<file path="src/rtl/rat_io_hub.sv">
// Port-I/O hub for the RAT MCU: strobe-written output registers, an input read mux,
// and a debounced rising-edge interrupt controller with mask/pending registers.
module rat_io_hub #(
   parameter int         NUM_OUT     = 4,
   parameter int         NUM_IN      = 2,
   parameter int         NUM_IRQ     = 2,
   parameter int         DB_CYCLES   = 500000,
   parameter logic [7:0] OUT_BASE    = 8'h40,
   parameter logic [7:0] IN_BASE     = 8'hF8,
   parameter logic [7:0] IRQ_MASK_ID = 8'h20,
   parameter logic [7:0] IRQ_PEND_ID = 8'h21
) (
   input  logic                   CLK,
   input  logic                   RESET,
   input  logic [7:0]             PORT_ID,
   input  logic [7:0]             OUT_PORT,
   input  logic                   IO_STRB,
   output logic [7:0]             IN_PORT,
   input  logic [8*NUM_IN-1:0]    IN_DATA,
   output logic [8*NUM_OUT-1:0]   OUT_DATA,
   input  logic [NUM_IRQ-1:0]     IRQ_SRC,
   output logic                   INTR
);

   localparam int CW = $clog2(DB_CYCLES);
   localparam logic [CW-1:0] CNT_MAX = CW'(DB_CYCLES - 1);

   function automatic bit win_overlap(input int a0, input int n0, input int a1, input int n1);
      return (a0 < a1 + n1) && (a1 < a0 + n0);
   endfunction

   localparam int OB = int'(OUT_BASE);
   localparam int IB = int'(IN_BASE);
   localparam int MB = int'(IRQ_MASK_ID);
   localparam int PB = int'(IRQ_PEND_ID);

   localparam bit MAP_BAD =
      win_overlap(OB, NUM_OUT, IB, NUM_IN) || win_overlap(OB, NUM_OUT, MB, 1) ||
      win_overlap(OB, NUM_OUT, PB, 1)      || win_overlap(IB, NUM_IN, MB, 1)  ||
      win_overlap(IB, NUM_IN, PB, 1)       || win_overlap(MB, 1, PB, 1)       ||
      (OB + NUM_OUT > 256) || (IB + NUM_IN > 256);

   localparam bit RANGE_BAD = (NUM_OUT < 1) || (NUM_OUT > 16) || (NUM_IN < 1) || (NUM_IN > 8) ||
                              (NUM_IRQ < 1) || (NUM_IRQ > 8)  || (DB_CYCLES < 2);

   generate
      if (MAP_BAD) begin : g_map_err
         $error("rat_io_hub: port ID windows overlap or exceed 8'hFF");
      end
      if (RANGE_BAD) begin : g_range_err
         $error("rat_io_hub: parameter out of range");
      end
   endgenerate

   logic [NUM_OUT-1:0][7:0] out_q, out_d;
   logic [NUM_IRQ-1:0]      mask_q, mask_d;
   logic [NUM_IRQ-1:0]      pend_q, pend_d;
   logic [NUM_IRQ-1:0]      sync1_q, sync2_q;
   logic [NUM_IRQ-1:0]      db_q, db_d;
   logic [CW-1:0]           cnt_q [NUM_IRQ];
   logic [CW-1:0]           cnt_d [NUM_IRQ];
   logic                    intr_q, intr_d;
   logic [NUM_IRQ-1:0]      rise, clr;
   logic                    wr_mask, wr_pend;

   assign wr_mask = IO_STRB && (PORT_ID == IRQ_MASK_ID);
   assign wr_pend = IO_STRB && (PORT_ID == IRQ_PEND_ID);

   // 9-bit compare so a window near 8'hFF cannot alias onto low IDs
   genvar gi;
   generate
      for (gi = 0; gi < NUM_OUT; gi++) begin : g_out
         assign out_d[gi] = (IO_STRB && ({1'b0, PORT_ID} == 9'(OB + gi))) ? OUT_PORT : out_q[gi];
      end

      for (gi = 0; gi < NUM_IRQ; gi++) begin : g_db
         logic differ;
         assign differ     = sync2_q[gi] != db_q[gi];
         assign cnt_d[gi]  = (!differ || cnt_q[gi] == CNT_MAX) ? '0 : cnt_q[gi] + 1'b1;
         assign db_d[gi]   = (differ && cnt_q[gi] == CNT_MAX) ? sync2_q[gi] : db_q[gi];
      end
   endgenerate

   // a press landing on the same edge as its W1C still leaves the bit pending
   always_comb begin
      rise   = db_d & ~db_q;
      clr    = wr_pend ? OUT_PORT[NUM_IRQ-1:0] : '0;
      pend_d = (pend_q & ~clr) | rise;
      mask_d = wr_mask ? OUT_PORT[NUM_IRQ-1:0] : mask_q;
      intr_d = |(pend_q & mask_q);
   end

   always_comb begin
      IN_PORT = 8'h00;
      for (int k = 0; k < NUM_IN; k++) begin
         if ({1'b0, PORT_ID} == 9'(IB + k)) IN_PORT = IN_DATA[8*k +: 8];
      end
      if (PORT_ID == IRQ_MASK_ID) IN_PORT = 8'(mask_q);
      if (PORT_ID == IRQ_PEND_ID) IN_PORT = 8'(pend_q);
   end

   always_ff @(posedge CLK) begin
      if (RESET) begin
         out_q   <= '0;
         mask_q  <= '0;
         pend_q  <= '0;
         sync1_q <= '0;
         sync2_q <= '0;
         db_q    <= '0;
         intr_q  <= 1'b0;
         for (int k = 0; k < NUM_IRQ; k++) cnt_q[k] <= '0;
      end else begin
         out_q   <= out_d;
         mask_q  <= mask_d;
         pend_q  <= pend_d;
         sync1_q <= IRQ_SRC;
         sync2_q <= sync1_q;
         db_q    <= db_d;
         intr_q  <= intr_d;
         for (int k = 0; k < NUM_IRQ; k++) cnt_q[k] <= cnt_d[k];
      end
   end

   assign OUT_DATA = out_q;
   assign INTR     = intr_q;

endmodule

</file>
<file path="config.mk">
export PLATFORM = sky130hd
export DESIGN_NAME = rat_io_hub
export DESIGN_NICKNAME = d
export VERILOG_FILES = /design/src/rtl/rat_io_hub.sv
export SDC_FILE = /design/constraint.sdc
export NUM_CORES = 1
export LEC_CHECK = 0
export CORE_ASPECT_RATIO = 1.4
export CORE_MARGIN = 10
export CORE_UTILIZATION = 55
export CTS_CLUSTER_DIAMETER = 150
export DETAILED_ROUTE_END_ITERATION = 7
export DONT_BUFFER_PORTS = 1
export PLACE_DENSITY_LB_ADDON = 0.12
export SLEW_MARGIN = 20
export SYNTH_ARGS = -nofsm -noshare
export SYNTH_HDL_FRONTEND = slang
export SYNTH_SLANG_ARGS = --single-unit
</file>
<file path="constraint.sdc">
create_clock -name CLK -period 2.6 [get_ports CLK]
set_input_delay 0.52 -clock CLK [delete_from_list [all_inputs] [get_ports CLK]]
set_output_delay 0.52 -clock CLK [all_outputs]
set_load 0.03 [all_outputs]
</file>
==> run summary <==
status - finished clean
Post-Synthesis Cell Area - 0.00349 mm²
slowest CP cell - or4_4
Slew @ Worst Pin - 576 ps
layout cells sized above 1 - 8.29%
Die ar. - 0.00998 mm²
Final HPWL DP - 5270 µm
main flop type after synthesis - dfxtp_1
# clock sinks - 81
design area - 0.00382 mm²
Post-Route Utilization - 61.5%
final hold vios - 0
Final Setup Violations - 0
share of the yosys chip area belonging to registers - 46.4%
initial antenna violation count - 1
largest net degree at the start of global routing - 48
Syn Area/Cell - 9.21 µm²
core area - 0.00621 mm²
final WL - 7130 µm
number of flops mapped to enable cells by yosys - 0
ranking of synthesized cells by area - dfxtp_1 (46%), mux2i_1 (14%), nor2_1 (8.9%)
RSZ-0062 raised after global routing - false
Setup TNS - 0 ps
power after layout - 2130 µW
count leader, synth - nor2_1
Clock Pin Slew Worst Setup and Hold Paths - 90 ps
CP peak stage delay - 540 ps
Clk Latency, worst-skew pair - 350 ps
leakage power - 0.00140 µW
Die H - 114 µm
Initial DRT Pass Iterations - 4
worst path buffer plus inverter count - 0
CP delay by family, top - simple AND/OR/NAND/NOR gates
worst rel slew slack - 61.0%
Synth top cells by count - nor2_1 (83), dfxtp_1 (81), mux2i_1 (48)
Worst Hold Class - primary input to flip-flop
CP Data Required Time - 2890 ps
Setup CP Type - flip-flop to flip-flop
Power Dens Cells - 558 mW/mm²
Starting Density - 56.2%
Syn Inst Count - 379
FMAX - 0.483 GHz
row cnt - 34
Ports - 78
Max rail drop VDD - 0.387 mV
Die X - 87.3 µm
Total GRT Usage - 14.2%
Max-cap violations - 0
post-cts sizing count - 0
Post-Synthesis Net Count - 418
CP arrival - 2360 ps
hold_ws - 226 ps
initial drt markers - 88
ordered cell list for the critical path - or4b_1 -> or4_4 -> or4_1 -> nand2_1
via/cell ratio - 5.52
Max clock buf depth - 2
CP startpoint kind - flip-flop
critical path endpoint category - flip-flop
Buffers on Ports - 0
Max Slew Vio Count - 0
H-tree levels - 3
dpl cell area - 0.00363 mm²
number of routed nets with antenna violations - 0
post-synth cell types - 38
GR Overflow Total - 0
top-area cell type share of the netlist area - 46.4%
Avg WL per Cell - 15.1 µm
first-pass GRT wire length - 11800 µm
vias in the first global route - 2460
Hold Buf Count CTS - 0
CTS buffer count - 9
synth warn - 0
FFs w/ async S/R, synth - 0%
Final period util - 79.6%
via count - 2600
layout net count - 432
DRC Markers - 0
root buf cell - clkbuf_8
Area Growth Syn to Fin - 9.32%
critical path peak fanout - 6
CTS tree - built
routability cong. - 0.792
setup bufs post-CTS - 0
number of synthesized register bits - 81
Yosys top cell by area - dfxtp_1
Setup Skew - 13.1 ps
Min Clock Period, post-route - 2070 ps
-- metal layers --
layer / wire [µm] / track usage (%) / up-vias
met4: 114 / 5.97 / 0
li1: - / - / 1348
met2: 3430 / 22.6 / 60
met5: 0 / 0 / -
met1: 2920 / 16.5 / 1183
met3: 660 / 5.70 / 9
-- flip-flops by register name, summed over array words and instances, names as in the netlist --
name / cells
cnt_q: 38
INTR: 1
db_q: 2
pend_q: 2
sync1_q: 2
mask_q: 2
sync2_q: 2
OUT_DATA: 32
-- where the power goes --
| part | internal [µW] | switching [µW] | leakage, µW |
|---|---|---|---|
| clock network | 363 | 483 | 0.0000884 |
| registers | 1240 | 3.74 | 0.000653 |
| logic | 20.5 | 14.6 | 0.000661 |
| total | 1630 | 501 | 0.00140 |
-- layout by cell type, fill, tap and decap left out, types with 3 or more instances in the layout --
| master | n |
|---|---|
| buf_4 | 15 |
| clkbuf_8 | 9 |
| nor4_1 | 13 |
| xor2_1 | 6 |
| nand2_1 | 16 |
| and3_1 | 3 |
| nor4b_1 | 5 |
| inv_1 | 8 |
| xnor2_1 | 24 |
| nor3_1 | 8 |
| dfxtp_1 | 81 |
| nand2b_1 | 3 |
| nand4_1 | 14 |
| or4_1 | 4 |
| nor2_1 | 83 |
| a21oi_1 | 5 |
| nor2b_1 | 5 |
| nand3_1 | 16 |
| mux2i_1 | 48 |
-- through the flow --
stage | instances | setup WS, ps
final | 471 | 530
after global routing | 470 | 331
after CTS | 470 | 545
after detailed placement | 454 | 547
after global placement | 454 | 580
after floorplan | 379 | 289
-- final timing paths --
check                     from           to  slack (ps)  cells past startpoint
setup / recovery  cnt_q[0][13]    pend_q[0]         530                      4
setup reg to reg  cnt_q[0][13]    pend_q[0]         530                      4
hold reg to reg     sync1_q[1]   sync2_q[1]         430                      1
hold / removal           RESET  OUT_DATA[5]         230                      1
-- final cells by class --
type | instances | area, µm²
Multi-Input combinational cell | 278 | 1780
Clock inverter | 7 | 61.3
Fill cell | 565 | 2390
Sequential cell | 81 | 1620
Timing Repair Buffer | 15 | 113
Antenna cell | 1 | 2.50
Tap cell | 72 | 90.1
Clock buffer | 9 | 124
Inverter | 8 | 30.0
-- kinds of logic after synthesis --
logic type / count (synthesis) / synth area share [%]
compound gates: 13 / 2.26
xor+xnor: 30 / 7.52
fa+ha+maj: 2 / 0.716
buf+inv: 20 / 2.72
flops: 81 / 46.4
mux: 48 / 13.8
simple gates: 185 / 26.6
No activity file was read; power rests on OpenSTA's default activity.
